`config.mk`:
```
export PLATFORM = sky130hd
export DESIGN_NAME = cmos_pattern_src
export DESIGN_NICKNAME = d
export VERILOG_FILES = /design/src/rtl/cmos_pattern_src_pkg.sv /design/src/rtl/cmos_pattern_pix.sv /design/src/rtl/cmos_pattern_src.sv
export SDC_FILE = /design/constraint.sdc
export NUM_CORES = 1
export LEC_CHECK = 0
export BUFFER_PORTS_ARGS = -buffer_cell sky130_fd_sc_hd__buf_4
export CORE_ASPECT_RATIO = 0.75
export CORE_MARGIN = 5
export CORE_UTILIZATION = 54
export DETAILED_ROUTE_END_ITERATION = 7
export PLACE_DENSITY = 0.83
export SETUP_SLACK_MARGIN = 0.02
export SLEW_MARGIN = 20
export SYNTH_ARGS = -nofsm -noshare
export SYNTH_HDL_FRONTEND = slang
export SYNTH_SLANG_ARGS = --single-unit
```
`constraint.sdc`:
```
create_clock -name clk -period 3.8 [get_ports clk]
set_input_delay 0.57 -clock clk [delete_from_list [all_inputs] [get_ports clk]]
set_output_delay 0.57 -clock clk [all_outputs]
set_load 0.05 [all_outputs]
```
`src/rtl/cmos_pattern_src_pkg.sv`:
```
// Shared types, colour-bar table and geometry helpers
// for the synthetic DVP pattern source.
package cmos_pattern_src_pkg;

   typedef enum logic [1:0] {
      MODE_BARS  = 2'd0,
      MODE_RAMP  = 2'd1,
      MODE_CHECK = 2'd2,
      MODE_SOLID = 2'd3
   } mode_e;

   typedef enum logic {
      ST_IDLE = 1'b0,
      ST_RUN  = 1'b1
   } state_e;

   // Element 0 is the leftmost bar on screen.
   localparam logic [7:0][15:0] BAR_RGB = {
      16'h0000, 16'h001F, 16'hF800, 16'hF81F,
      16'h07E0, 16'h07FF, 16'hFFE0, 16'hFFFF
   };

   function automatic int line_len(
      input int h_active,
      input int h_blank
   );
      return 2 * h_active + h_blank;
   endfunction

   function automatic int frame_lines(
      input int v_sync,
      input int v_bp,
      input int v_active,
      input int v_fp
   );
      return v_sync + v_bp + v_active + v_fp;
   endfunction

   function automatic int cnt_w(input int n);
      return (n > 1) ? $clog2(n) : 1;
   endfunction

endpackage

```
`src/rtl/cmos_pattern_pix.sv`:
```
// Test-pattern generator: maps pixel coordinates to RGB565.
// Only the colour-bar index is stateful.
module cmos_pattern_pix
   import cmos_pattern_src_pkg::*;
#(
   parameter int H_ACTIVE = 1024
) (
   input  logic        clk,
   input  logic        rst_n,
   input  logic        bar_clr_i,
   input  logic        bar_adv_i,
   input  logic [15:0] x_i,
   input  logic [15:0] y_i,
   input  logic [15:0] frame_cnt_i,
   input  mode_e       mode_i,
   input  logic [15:0] solid_i,
   output logic [15:0] pix_o
);

   localparam int BAR_W = H_ACTIVE / 8;
   localparam int RW    = cnt_w(BAR_W);
   localparam logic [RW-1:0] REM_LOAD = RW'(BAR_W - 1);

   logic [2:0]    bar_idx_q, bar_idx_d;
   logic [RW-1:0] bar_rem_q, bar_rem_d;

   // bar_rem counts the pixels left in the current bar
   always_comb begin
      bar_idx_d = bar_idx_q;
      bar_rem_d = bar_rem_q;
      if (bar_clr_i) begin
         bar_idx_d = 3'd0;
         bar_rem_d = REM_LOAD;
      end else if (bar_adv_i) begin
         if (bar_rem_q == '0) begin
            bar_idx_d = bar_idx_q + 3'd1;
            bar_rem_d = REM_LOAD;
         end else begin
            bar_rem_d = bar_rem_q - RW'(1);
         end
      end
   end

   always_ff @(posedge clk or negedge rst_n) begin
      if (!rst_n) begin
         bar_idx_q <= 3'd0;
         bar_rem_q <= REM_LOAD;
      end else begin
         bar_idx_q <= bar_idx_d;
         bar_rem_q <= bar_rem_d;
      end
   end

   always_comb begin
      pix_o = 16'h0000;
      case (mode_i)
         MODE_BARS:  pix_o = BAR_RGB[bar_idx_q];
         MODE_RAMP:  pix_o = x_i + y_i + frame_cnt_i;
         MODE_CHECK: pix_o = (x_i[5] ^ y_i[5]) ? 16'hFFFF : 16'h0000;
         MODE_SOLID: pix_o = solid_i;
         default:    pix_o = 16'h0000;
      endcase
   end

endmodule

```
`src/rtl/cmos_pattern_src.sv`:
```
// Synthetic OV5640-style DVP transmitter: frame timing,
// run/idle control and registered vsync/href/data pins.
module cmos_pattern_src
   import cmos_pattern_src_pkg::*;
#(
   parameter int H_ACTIVE = 1024,
   parameter int V_ACTIVE = 768,
   parameter int H_BLANK  = 64,
   parameter int V_SYNC   = 4,
   parameter int V_BP     = 16,
   parameter int V_FP     = 8
) (
   input  logic        clk,
   input  logic        rst_n,
   input  logic        en,
   input  logic [1:0]  mode,
   input  logic [15:0] solid_color,
   output logic        cam_vsync,
   output logic        cam_href,
   output logic [7:0]  cam_data,
   output logic [15:0] frame_cnt,
   output logic        busy
);

   localparam int LINE_LEN    = line_len(H_ACTIVE, H_BLANK);
   localparam int FRAME_LINES =
      frame_lines(V_SYNC, V_BP, V_ACTIVE, V_FP);
   localparam int HW     = cnt_w(LINE_LEN);
   localparam int VW     = cnt_w(FRAME_LINES);
   localparam int V_ACT0 = V_SYNC + V_BP;
   localparam int V_ACT1 = V_ACT0 + V_ACTIVE;
   localparam int H_ACTB = 2 * H_ACTIVE;
   localparam logic [HW-1:0] H_LAST = HW'(LINE_LEN - 1);
   localparam logic [VW-1:0] V_LAST = VW'(FRAME_LINES - 1);

   state_e        state_q, state_d;
   logic [HW-1:0] h_cnt_q, h_cnt_d;
   logic [VW-1:0] v_cnt_q, v_cnt_d;
   logic [15:0]   frame_cnt_q, frame_cnt_d;
   mode_e         mode_q, mode_d;
   logic [15:0]   solid_q, solid_d;
   logic          vsync_q, vsync_d;
   logic          href_q, href_d;
   logic [7:0]    data_q, data_d;

   logic          run;
   logic          end_line;
   logic          end_frame;
   logic          h_act;
   logic          bar_clr;
   logic          bar_adv;
   logic [15:0]   pix_x;
   logic [15:0]   pix_y;
   logic [15:0]   pix;

   assign run       = (state_q == ST_RUN);
   assign end_line  = (h_cnt_q == H_LAST);
   assign end_frame = end_line && (v_cnt_q == V_LAST);
   assign h_act     = (int'(h_cnt_q) < H_ACTB);

   always_comb begin
      state_d     = state_q;
      h_cnt_d     = h_cnt_q;
      v_cnt_d     = v_cnt_q;
      frame_cnt_d = frame_cnt_q;
      mode_d      = mode_q;
      solid_d     = solid_q;
      case (state_q)
         ST_IDLE: begin
            h_cnt_d = '0;
            v_cnt_d = '0;
            if (en) begin
               state_d = ST_RUN;
               mode_d  = mode_e'(mode);
               solid_d = solid_color;
            end
         end
         ST_RUN: begin
            if (end_line) begin
               h_cnt_d = '0;
               v_cnt_d = end_frame ? '0 : v_cnt_q + VW'(1);
            end else begin
               h_cnt_d = h_cnt_q + HW'(1);
            end
            // en is only honoured at frame boundaries
            if (end_frame) begin
               frame_cnt_d = frame_cnt_q + 16'd1;
               if (en) begin
                  mode_d  = mode_e'(mode);
                  solid_d = solid_color;
               end else begin
                  state_d = ST_IDLE;
               end
            end
         end
         default: state_d = ST_IDLE;
      endcase
   end

   assign pix_x   = 16'(h_cnt_q >> 1);
   assign pix_y   = 16'(v_cnt_q) - 16'(V_ACT0);
   assign bar_clr = !run || end_line;
   assign bar_adv = h_cnt_q[0] && h_act;

   cmos_pattern_pix #(
      .H_ACTIVE (H_ACTIVE)
   ) u_pix (
      .clk         (clk),
      .rst_n       (rst_n),
      .bar_clr_i   (bar_clr),
      .bar_adv_i   (bar_adv),
      .x_i         (pix_x),
      .y_i         (pix_y),
      .frame_cnt_i (frame_cnt_q),
      .mode_i      (mode_q),
      .solid_i     (solid_q),
      .pix_o       (pix)
   );

   always_comb begin
      vsync_d = run && (int'(v_cnt_q) < V_SYNC);
      href_d  = run && h_act
             && (int'(v_cnt_q) >= V_ACT0)
             && (int'(v_cnt_q) < V_ACT1);
      data_d  = 8'h00;
      if (href_d) begin
         data_d = h_cnt_q[0] ? pix[7:0] : pix[15:8];
      end
   end

   always_ff @(posedge clk or negedge rst_n) begin
      if (!rst_n) begin
         state_q     <= ST_IDLE;
         h_cnt_q     <= '0;
         v_cnt_q     <= '0;
         frame_cnt_q <= 16'd0;
         mode_q      <= MODE_BARS;
         solid_q     <= 16'h0000;
         vsync_q     <= 1'b0;
         href_q      <= 1'b0;
         data_q      <= 8'h00;
      end else begin
         state_q     <= state_d;
         h_cnt_q     <= h_cnt_d;
         v_cnt_q     <= v_cnt_d;
         frame_cnt_q <= frame_cnt_d;
         mode_q      <= mode_d;
         solid_q     <= solid_d;
         vsync_q     <= vsync_d;
         href_q      <= href_d;
         data_q      <= data_d;
      end
   end

   assign cam_vsync = vsync_q;
   assign cam_href  = href_q;
   assign cam_data  = data_q;
   assign frame_cnt = frame_cnt_q;
   assign busy      = run;

endmodule

```
==> impl_metrics.toml, run 1 <==
[synthesis]
syn_area_sq_um = 5130
yosysMostFrequentCell = "dfrtp_1"
synth_top_family_by_area = "simple AND/OR/NAND/NOR gates"
yosys.area_share.simple = 0.204
synth_fa_ha_area_frac = 0.103
ys_ff_latch = 77
yosysSeqAreaShare = 0.377
ys_types = 61
synth_edf_count = 0
synth_area_leaders = "dfrtp_1 (34%), ha_1 (9.5%), xnor2_1 (6.5%)"
muxShareOfSynthArea = 0.0454
synth_top_area_cell = "dfrtp_1"
synth.net_count = 610
postSynthAreaPerCell_sq_um = 9.36
synth_flop_cell = "dfrtp_1"
synth_top_area_share = 0.342
synthArstFlopShare = 1.00
synth_compound_area_frac = 0.135
yosysWarningCount = 0
yosys.area_share.xor_xnor = 0.107
synth_common_cells = "dfrtp_1 (70), nor2_1 (57), nand2_1 (48)"
netlist_instances = 548

[final_layout]
syn_to_final_growth_pct = 23.1
utilization = 0.689
multi_input_area_sq_um = 3180
drive_above_1_share = 0.257
antenna_cells = 0
finalNetCount = 695
regArea_sq_um = 1940
fillers = 726

[critical_path]
r2r_cells = 17
critPathRequiredTime_ns = 4.04
setup.worst_path.end_class = "flip-flop"
startpoint_type = "flip-flop"
critPathKind = "reg2reg"
cp.arrival_ns = 4.11
path_max_fanout = 4

[pwr]
vdd_drop_max_v = 0.000299
powerDensity_nw_per_um2 = 263
p_leak_uw = 0.00306

[route]
via_per_inst = 5.74
drc = 0
routed_wl_um = 12500
drtIter0Drc = 289
wl_per_cell_um = 16.3
ant_nets = 0
vias = 4395
first_pass_iters = 5

[clock_tree]
clkLatencyLatePin_ns = 0.35
clk_pin_slew_ns = 0.07
cts_root_buf = "clkbuf_16"
cts_max_level = 3
ctsHoldBuffers = 0
cts.sinks = 77
cts_made_buffers = 9
cts_buffer_depth = 2
tritoncts = "done"

[timing]
fin_ws_ns = -0.0684
slew_headroom = 0.499
finalCriticalPeriod_ns = 3.87
worst_slew_pin_slew_ns = 0.745
rsz0062_at_grt = "yes"
fin_crit_sh = 1.02
fin_skew_ns = 0.0113
slew_viol_final = 0
setup_viol_count_final = 2
tns_ns = -0.130
fmax_ghz = 0.259
finalHoldViolations = 0

[outcome]
status = "finished, violations left"
violations = "negative setup slack"

[die]
num_io_pins = 48
die-area_sq_um = 11600
die_w_um = 123
std_cell_rows = 30
initial_core_util = 0.560
fp.dieH_um = 94.4
core_region_area_sq_um = 9160

[global_routing]
overflow = 0
grt_pass1_wl_um = 20400
antenna_found_initial = 0
grt_usage = 0.225
grt_max_degree = 78
grt_pass1_vias = 4205

[worst_hold_path]
min_path_type = "in2async"

[run]
cap_violations = 0

[place]
port_buffers = 47
place.gp.congestion = 0.930
dp.final_hpwl_um = 9260
## worst max-delay path, stage by stage, from the launching register on
cell and delay, ns:
dfrtp_1 0.38, or3_4 0.41, or2_4 0.25, xnor2_1 0.14
ha_1 0.35, nand3_1 0.08, nand2_1 0.05, a41o_1 0.23
o41ai_2 0.26, xnor2_1 0.12, ha_1 0.34, buf_6 0.13
nand4_1 0.08, buf_4 0.12, nor2_1 0.05, a211oi_2 0.21
xor3_2 0.32, o41ai_2 0.22
## stage by stage
| stage | cells | power (uW) | setup slack [ns] | area, sq um | hold slack, ns |
|---|---|---|---|---|---|
| floorplan | 548 | 836 | 0.0710 | 5150 | 0.274 |
| global placement | 740 | 867 | 0.0160 | 5830 | 0.490 |
| detailed placement | 740 | 868 | -0.181 | 5830 | 0.496 |
| CTS | 758 | 1670 | -0.160 | 6140 | 0.417 |
| global route | 766 | 1720 | -0.241 | 6310 | 0.115 |
| finish | 766 | 1660 | -0.0684 | 6310 | 0.0977 |
## report_power, final
part	switching (uW)	internal, uW	total (uW)
clock network	359	447	805
logic	18.9	16.1	34.9
registers	0	820	820
## logic make-up (layout without fill, tap and decap cells)
family,after synthesis,count (layout)
AND/OR/NAND/NOR,207,207
AO/OA/AOI/OAI,108,108
flip-flops,77,77
XOR/XNOR,61,61
adder cells (fa/ha/maj),41,41
buffers and inverters,33,123
multiplexers,21,21
## layer usage
metal  global-route usage  up-vias  share of wire  wire [um]
met5                    0        -              0          0
li1                     -     2102              -          -
met2                0.342      107           0.46       5740
met1                0.319     2170           0.46       5810
met4               0.0634        0          0.013        157
met3               0.0557       16          0.064        802
## worst paths after layout
check | from | endpoint | slack (ns)
max reg2reg | v_cnt_q[6] | cam_data[7] | -0.07
min reg2reg | frame_cnt[15] | frame_cnt[15] | 0.50
min in group clk | en | busy | 0.43
max in group asynchronous | rst_n | u_pix.bar_rem_q[2] | 3.08
min | rst_n | frame_cnt[13] | 0.1
max | v_cnt_q[6] | cam_data[7] | -0.07
## layout make-up
class	count	area share
clock inverters	6	0.00753
well taps	128	0.0254
inverters	17	0.0101
repair buffers	90	0.111
flip-flops and latches	77	0.307
multi-input cells	438	0.503
clock buffers	10	0.0363
## cells in the final DEF, fill, tap and decap left out, types with 5 or more instances in the layout
cell type | Yosys | final
nand2_1 | 48 | 47
nor2b_1 | 18 | 17
clkbuf_16 | 0 | 9
nand3_1 | 18 | 18
nand2b_1 | 7 | 7
o211ai_1 | 7 | 7
xnor2_1 | 38 | 37
a21o_1 | 5 | 5
buf_4 | 0 | 88
ha_1 | 39 | 38
and3_1 | 13 | 13
inv_1 | 17 | 17
xor2_1 | 22 | 22
nor2_1 | 57 | 55
a21oi_1 | 26 | 24
o21a_1 | 7 | 7
nor3_1 | 6 | 6
dfrtp_1 | 70 | 70
o21ai_0 | 29 | 26
nand4_1 | 9 | 9
mux2_2 | 18 | 18
dfstp_2 | 7 | 7
## registers in the layout, indices dropped and copies added, names as in the netlist
signal and cells:
u_pix.bar_rem_q 7, solid_q 16, frame_cnt 16, mode_q 2, u_pix.bar_idx_q 3, v_cnt_q 10, cam_href 1, busy 1
h_cnt_q 12, cam_vsync 1, cam_data 8
## what timing repair did
action,in CTS,in global routing
gates cloned,0,0
setup endpoints to repair,4,8
resized for setup,5,23
buffers inserted,2,8
pin swaps,5,19
Note: power is estimated with default switching activity, not from simulation.
==> inputs of run 2 (changes only) <==
ABC_AREA = 1   (was unset)
CORE_UTILIZATION = 55   (was 54)
PLACE_DENSITY = 0.84   (was 0.83)
==> impl_metrics.toml, run 2 <==
[clock_tree]
cts_max_level = 3
clkLatencyLatePin_ns = 0.35
clk_pin_slew_ns = 0.06
tritoncts = "done"
cts_made_buffers = 9
cts.sinks = 77
cts_root_buf = "clkbuf_16"
cts_buffer_depth = 2

[pwr]
powerDensity_nw_per_um2 = 549
vdd_drop_max_v = 0.000416
p_leak_uw = 0.00341

[synthesis]
yosysWarningCount = 0
synth_common_cells = "nand2_1 (132), nor2_1 (73), inv_1 (71)"
synth_edf_count = 0
synth_top_family_by_area = "simple AND/OR/NAND/NOR gates"
yosys.area_share.simple = 0.265
muxShareOfSynthArea = 0.0415
synth_top_area_cell = "dfrtp_1"
ys_types = 39
yosysSeqAreaShare = 0.363
synth_fa_ha_area_frac = 0.0990
synth_top_area_share = 0.328
yosysMostFrequentCell = "nand2_1"
postSynthAreaPerCell_sq_um = 7.89
ys_ff_latch = 77
syn_area_sq_um = 5340
synthArstFlopShare = 1.00
synth_area_leaders = "dfrtp_1 (33%), nand2_1 (9.3%), ha_1 (9.1%)"
netlist_instances = 676
synth_flop_cell = "dfrtp_1"
synth_compound_area_frac = 0.108
synth.net_count = 738
yosys.area_share.xor_xnor = 0.0591

[timing]
setup_viol_count_final = 0
finalHoldViolations = 0
fmax_ghz = 0.269
rsz0062_at_grt = "yes"
fin_crit_sh = 0.979
finalCriticalPeriod_ns = 3.72
fin_skew_ns = 0.00820
worst_slew_pin_slew_ns = 0.730
slew_viol_final = 0
tns_ns = 0
slew_headroom = 0.512

[global_routing]
grt_max_degree = 78
grt_usage = 0.249
grt_pass1_vias = 4823
grt_pass1_wl_um = 23000
antenna_found_initial = 0
overflow = 0

[route]
dr.max_layer_used = "met4"
routed_wl_um = 14600
wl_per_cell_um = 16.3
drc = 0
drtIter0Drc = 408
via_per_inst = 5.58
vias = 5002
met1_length_um = 6450
ant_nets = 0
wl_met3_um = 753
met2_length_um = 7100
first_pass_iters = 5

[final_layout]
final_common_cell = "nand2_1"
most-common-layout-cells = "nand2_1 (121), buf_4 (79), dfrtp_1 (70), nor2_1 (67), inv_1 (65)"
finalNetCount = 822
syn_to_final_growth_pct = 26.9
drive_above_1_share = 0.275
finalInstanceArea_sq_um = 6770
fillers = 720
stdcell_count = 897
utilization = 0.706
antenna_cells = 0

[die]
fp.dieH_um = 95.3
std_cell_rows = 31
core_region_area_sq_um = 9580
num_io_pins = 48
die_w_um = 124
die-area_sq_um = 11800
initial_core_util = 0.557

[critical_path]
cp.arrival_ns = 3.99
setup.worst_path.end_class = "flip-flop"
startpoint_type = "flip-flop"
path_max_fanout = 5
critPathRequiredTime_ns = 4.07
critPathKind = "reg2reg"

[run]
cap_violations = 0

[place]
place.gp.congestion = 0.953
dp.cells = 863
dpl-instance-area_sq_um = 5930
dp.final_hpwl_um = 10300
port_buffers = 47

[outcome]
status = "completed"

[worst_hold_path]
min_path_type = "in2async"
-- run 2: where the power goes --
| part | switching (uW) | internal (uW) | total, uW |
|---|---|---|---|
| registers | 102 | 939 | 1040 |
| clock network | 373 | 531 | 904 |
| logic | 1030 | 743 | 1770 |
| total | 1500 | 2210 | 3720 |
-- run 2: logic make-up after synthesis --
kind of cell,Yosys count
compound gates,108
mux,17
simple gates,310
fa+ha+maj,41
xor+xnor,36
buf+inv,87
flops,77
-- run 2: per-layer routing --
metal | GRT usage | vias to the layer above
met2 | 0.402 | 162
met5 | 0 | -
met3 | 0.0427 | 30
met1 | 0.341 | 2395
met4 | 0.0793 | 0
li1 | - | 2415
-- run 2: worst max-delay path, cell delays in order, from the launching register on --
cell,delay (ns)
dfrtp_1,0.42
inv_2,0.08
ha_4,0.17
inv_4,0.06
nand2_4,0.06
nand2_4,0.09
xor2_4,0.17
ha_4,0.23
buf_6,0.12
nand2_4,0.07
inv_4,0.05
nand2_2,0.06
nand2_2,0.07
a31oi_4,0.16
nor2_1,0.07
nor2_1,0.13
xor2_1,0.20
ha_2,0.35
a21oi_2,0.21
buf_4,0.15
o21bai_1,0.10
a21oi_2,0.14
nand2_1,0.06
nand2_1,0.06
nand3_1,0.09
nand3_2,0.10
a21oi_2,0.06
nor2_1,0.14
-- run 2: path summary, 6_finish.rpt --
kind                       slack (ns)                from                 end  depth (start not counted)
min in group clk                 0.44      solid_color[6]          solid_q[6]                          2
setup / recovery                 0.08          v_cnt_q[3]         cam_data[5]                         27
max in group asynchronous        3.05               rst_n          v_cnt_q[6]                          1
hold reg to reg                  0.49  u_pix.bar_idx_q[2]  u_pix.bar_idx_q[2]                          1
hold / removal                   0.24               rst_n       frame_cnt[13]                          1
setup reg to reg                 0.08          v_cnt_q[3]         cam_data[5]                         27
-- run 2: area by class of cell --
cell class / count / area [sq um] / area share
Clock buffer: 10 / 239 / 0.0353
Sequential cell: 77 / 1940 / 0.286
Multi-Input combinational cell: 512 / 3440 / 0.508
Timing Repair Buffer: 81 / 616 / 0.0910
Inverter: 79 / 304 / 0.0449
Tap cell: 132 / 165 / 0.0244
Clock inverter: 6 / 71.3 / 0.0105
-- run 2: stage by stage --
stage	total power, uW	setup slack (ns)	hold slack (ns)
after floorplan	1990	0.354	0.274
after global placement	2310	-0.0256	0.448
after detailed placement	2360	-0.207	0.473
after CTS	3380	0.0254	0.418
after global routing	3940	-0.0919	0.314
final	3720	0.0785	0.240
-- run 2: repair_timing --
| item | in CTS | in global routing |
|---|---|---|
| resized for setup | 14 | 79 |
| endpoints found under the hold margin | 0 | 0 |
| buffers inserted | 10 | 8 |
| setup endpoints to repair | 5 | 8 |
| hold buffers | 0 | 0 |
| pin swaps | 9 | 34 |
==> inputs of run 3 (changes only) <==
CORE_UTILIZATION = 65   (was 55)
PLACE_DENSITY = 0.92   (was 0.84)
clock period = 4.4 ns   (was 3.8 ns; I/O delays follow)
==> impl_metrics.toml, run 3 (same netlist as run 2, synthesis figures left out) <==
[route]
via_per_inst = 5.94
vias = 4999
ant_nets = 0
routed_wl_um = 13900
drtIter0Drc = 515
first_pass_iters = 5
wl_per_cell_um = 16.5
drc = 0

[global_routing]
overflow = 0
grt_max_degree = 78
grt_pass1_wl_um = 22700
antenna_found_initial = 0
grt_pass1_vias = 4782
grt_usage = 0.282

[die]
fp.dieH_um = 88.5
std_cell_rows = 28
num_io_pins = 48
die_w_um = 115
core_region_area_sq_um = 7950
initial_core_util = 0.671
die-area_sq_um = 10100

[place]
port_buffers = 47
dp.cells = 820
place.gp.congestion = 0.935
dp.final_hpwl_um = 10400
place_ws_ns = 0.262

[timing]
fin_ws_ns = 0.328
setup_viol_count_final = 0
fin_skew_ns = 0.0103
slew_headroom = 0.350
slew_viol_final = 0
worst_slew_pin_slew_ns = 0.975
fin_crit_sh = 0.925
tns_ns = 0
finalHoldViolations = 0
finalCriticalPeriod_ns = 4.07
rsz0062_at_grt = "no"
fmax_ghz = 0.246

[pwr]
p_leak_uw = 0.00316
vdd_drop_max_v = 0.000330
powerDensity_nw_per_um2 = 435

[clock_tree]
tritoncts = "done"
clkLatencyLatePin_ns = 0.37
cts_made_buffers = 9
cts_buffer_depth = 2
ctsHoldBuffers = 0
cts_max_level = 3
cts_root_buf = "clkbuf_8"
clk_pin_slew_ns = 0.08
cts.sinks = 77

[critical_path]
critPathKind = "reg2reg"
setup.worst_path.end_class = "flip-flop"
critPathRequiredTime_ns = 4.66
startpoint_type = "flip-flop"
path_max_fanout = 5
cp.arrival_ns = 4.33
r2r_slack_ns = 0.33

[run]
cap_violations = 0

[final_layout]
most-common-layout-cells = "nand2_1 (132), nor2_1 (73), inv_1 (69), dfrtp_1 (69), nand3_1 (55)"
syn_to_final_growth_pct = 13.3
finalNetCount = 794
final_common_cell = "nand2_1"
antenna_cells = 0
drive_above_1_share = 0.171
stdcell_count = 842

[outcome]
status = "completed"

[worst_hold_path]
min_path_type = "in2async"
[run 3: cell count changes in the layout (fill, tap and decap cells not counted), moves of 8 or more]
cell / change
ha_4: -8
ha_1: +9
nand2_1: +11
clkbuf_8: +9
buf_4: -26
a21oi_1: +12
clkbuf_16: -9
a21oi_2: -12
[run 3: final cells by class]
type	count	area (sq um)
multi-input combinational	512	3080
sequential	77	1940
fill	576	1910
timing repair buffer	53	398
inverter	79	297
clock buffer	10	138
tap	105	131
clock inverter	6	68.8
[run 3: critical path, stage by stage, from the launching register on]
cell     delay (ns)
dfrtp_2        0.44
inv_2          0.09
ha_1           0.14
inv_1          0.05
nand2_1        0.09
nand2_1        0.11
xor2_2         0.16
ha_1           0.36
a21oi_2        0.16
o21ai_0        0.09
a21oi_1        0.19
o21ai_1        0.12
a21oi_1        0.13
nor2_1         0.05
nor2_1         0.11
xor2_1         0.24
ha_1           0.29
buf_4          0.16
nand2_1        0.08
nor2_1         0.07
nand3_1        0.09
nand3_1        0.10
o21ai_0        0.28
nand3_1        0.13
a21oi_1        0.15
nor2_1         0.06
[run 3: power by group]
part / switching [uW] / internal [uW]
registers: 85.1 / 810
logic: 736 / 430
clock network: 290 / 281
total: 1110 / 1520
[run 3: metal layers]
metal	vias up	share of wire	GRT usage
li1	2358	-	-
met1	2403	0.41	0.369
met2	219	0.50	0.481
met3	19	0.080	0.0547
met4	0	0.013	0.0809
met5	-	0	0
[run 3: repair_timing]
| action | CTS | global route |
|---|---|---|
| setup endpoints to repair | 0 | 4 |
| gates resized for setup | 0 | 9 |
| setup buffers | 0 | 6 |
[run 3: worst paths after layout]
kind                                    startpoint                 end  cells past startpoint
worst max register to register          v_cnt_q[3]         cam_data[4]                     25
worst max-delay path                    v_cnt_q[3]         cam_data[4]                     25
min in group clk                u_pix.bar_rem_q[6]  u_pix.bar_rem_q[6]                      2
max in group asynchronous                    rst_n          v_cnt_q[3]                      1
worst min-delay path                         rst_n        frame_cnt[5]                      1
worst min register to register  u_pix.bar_rem_q[6]  u_pix.bar_rem_q[6]                      2
[run 3: per-stage QoR]
stage                     instance area, sq um  hold WS (ns)   util  power [uW]
final                                     6050         0.441  0.760        2630
after global routing                      6050         0.511  0.760        2800
after CTS                                 5980         0.480  0.752        2570
after detailed placement                  5770         0.468  0.726        2000
after global placement                    5770         0.455  0.726        1950
after floorplan                           5340         0.364      -        1720
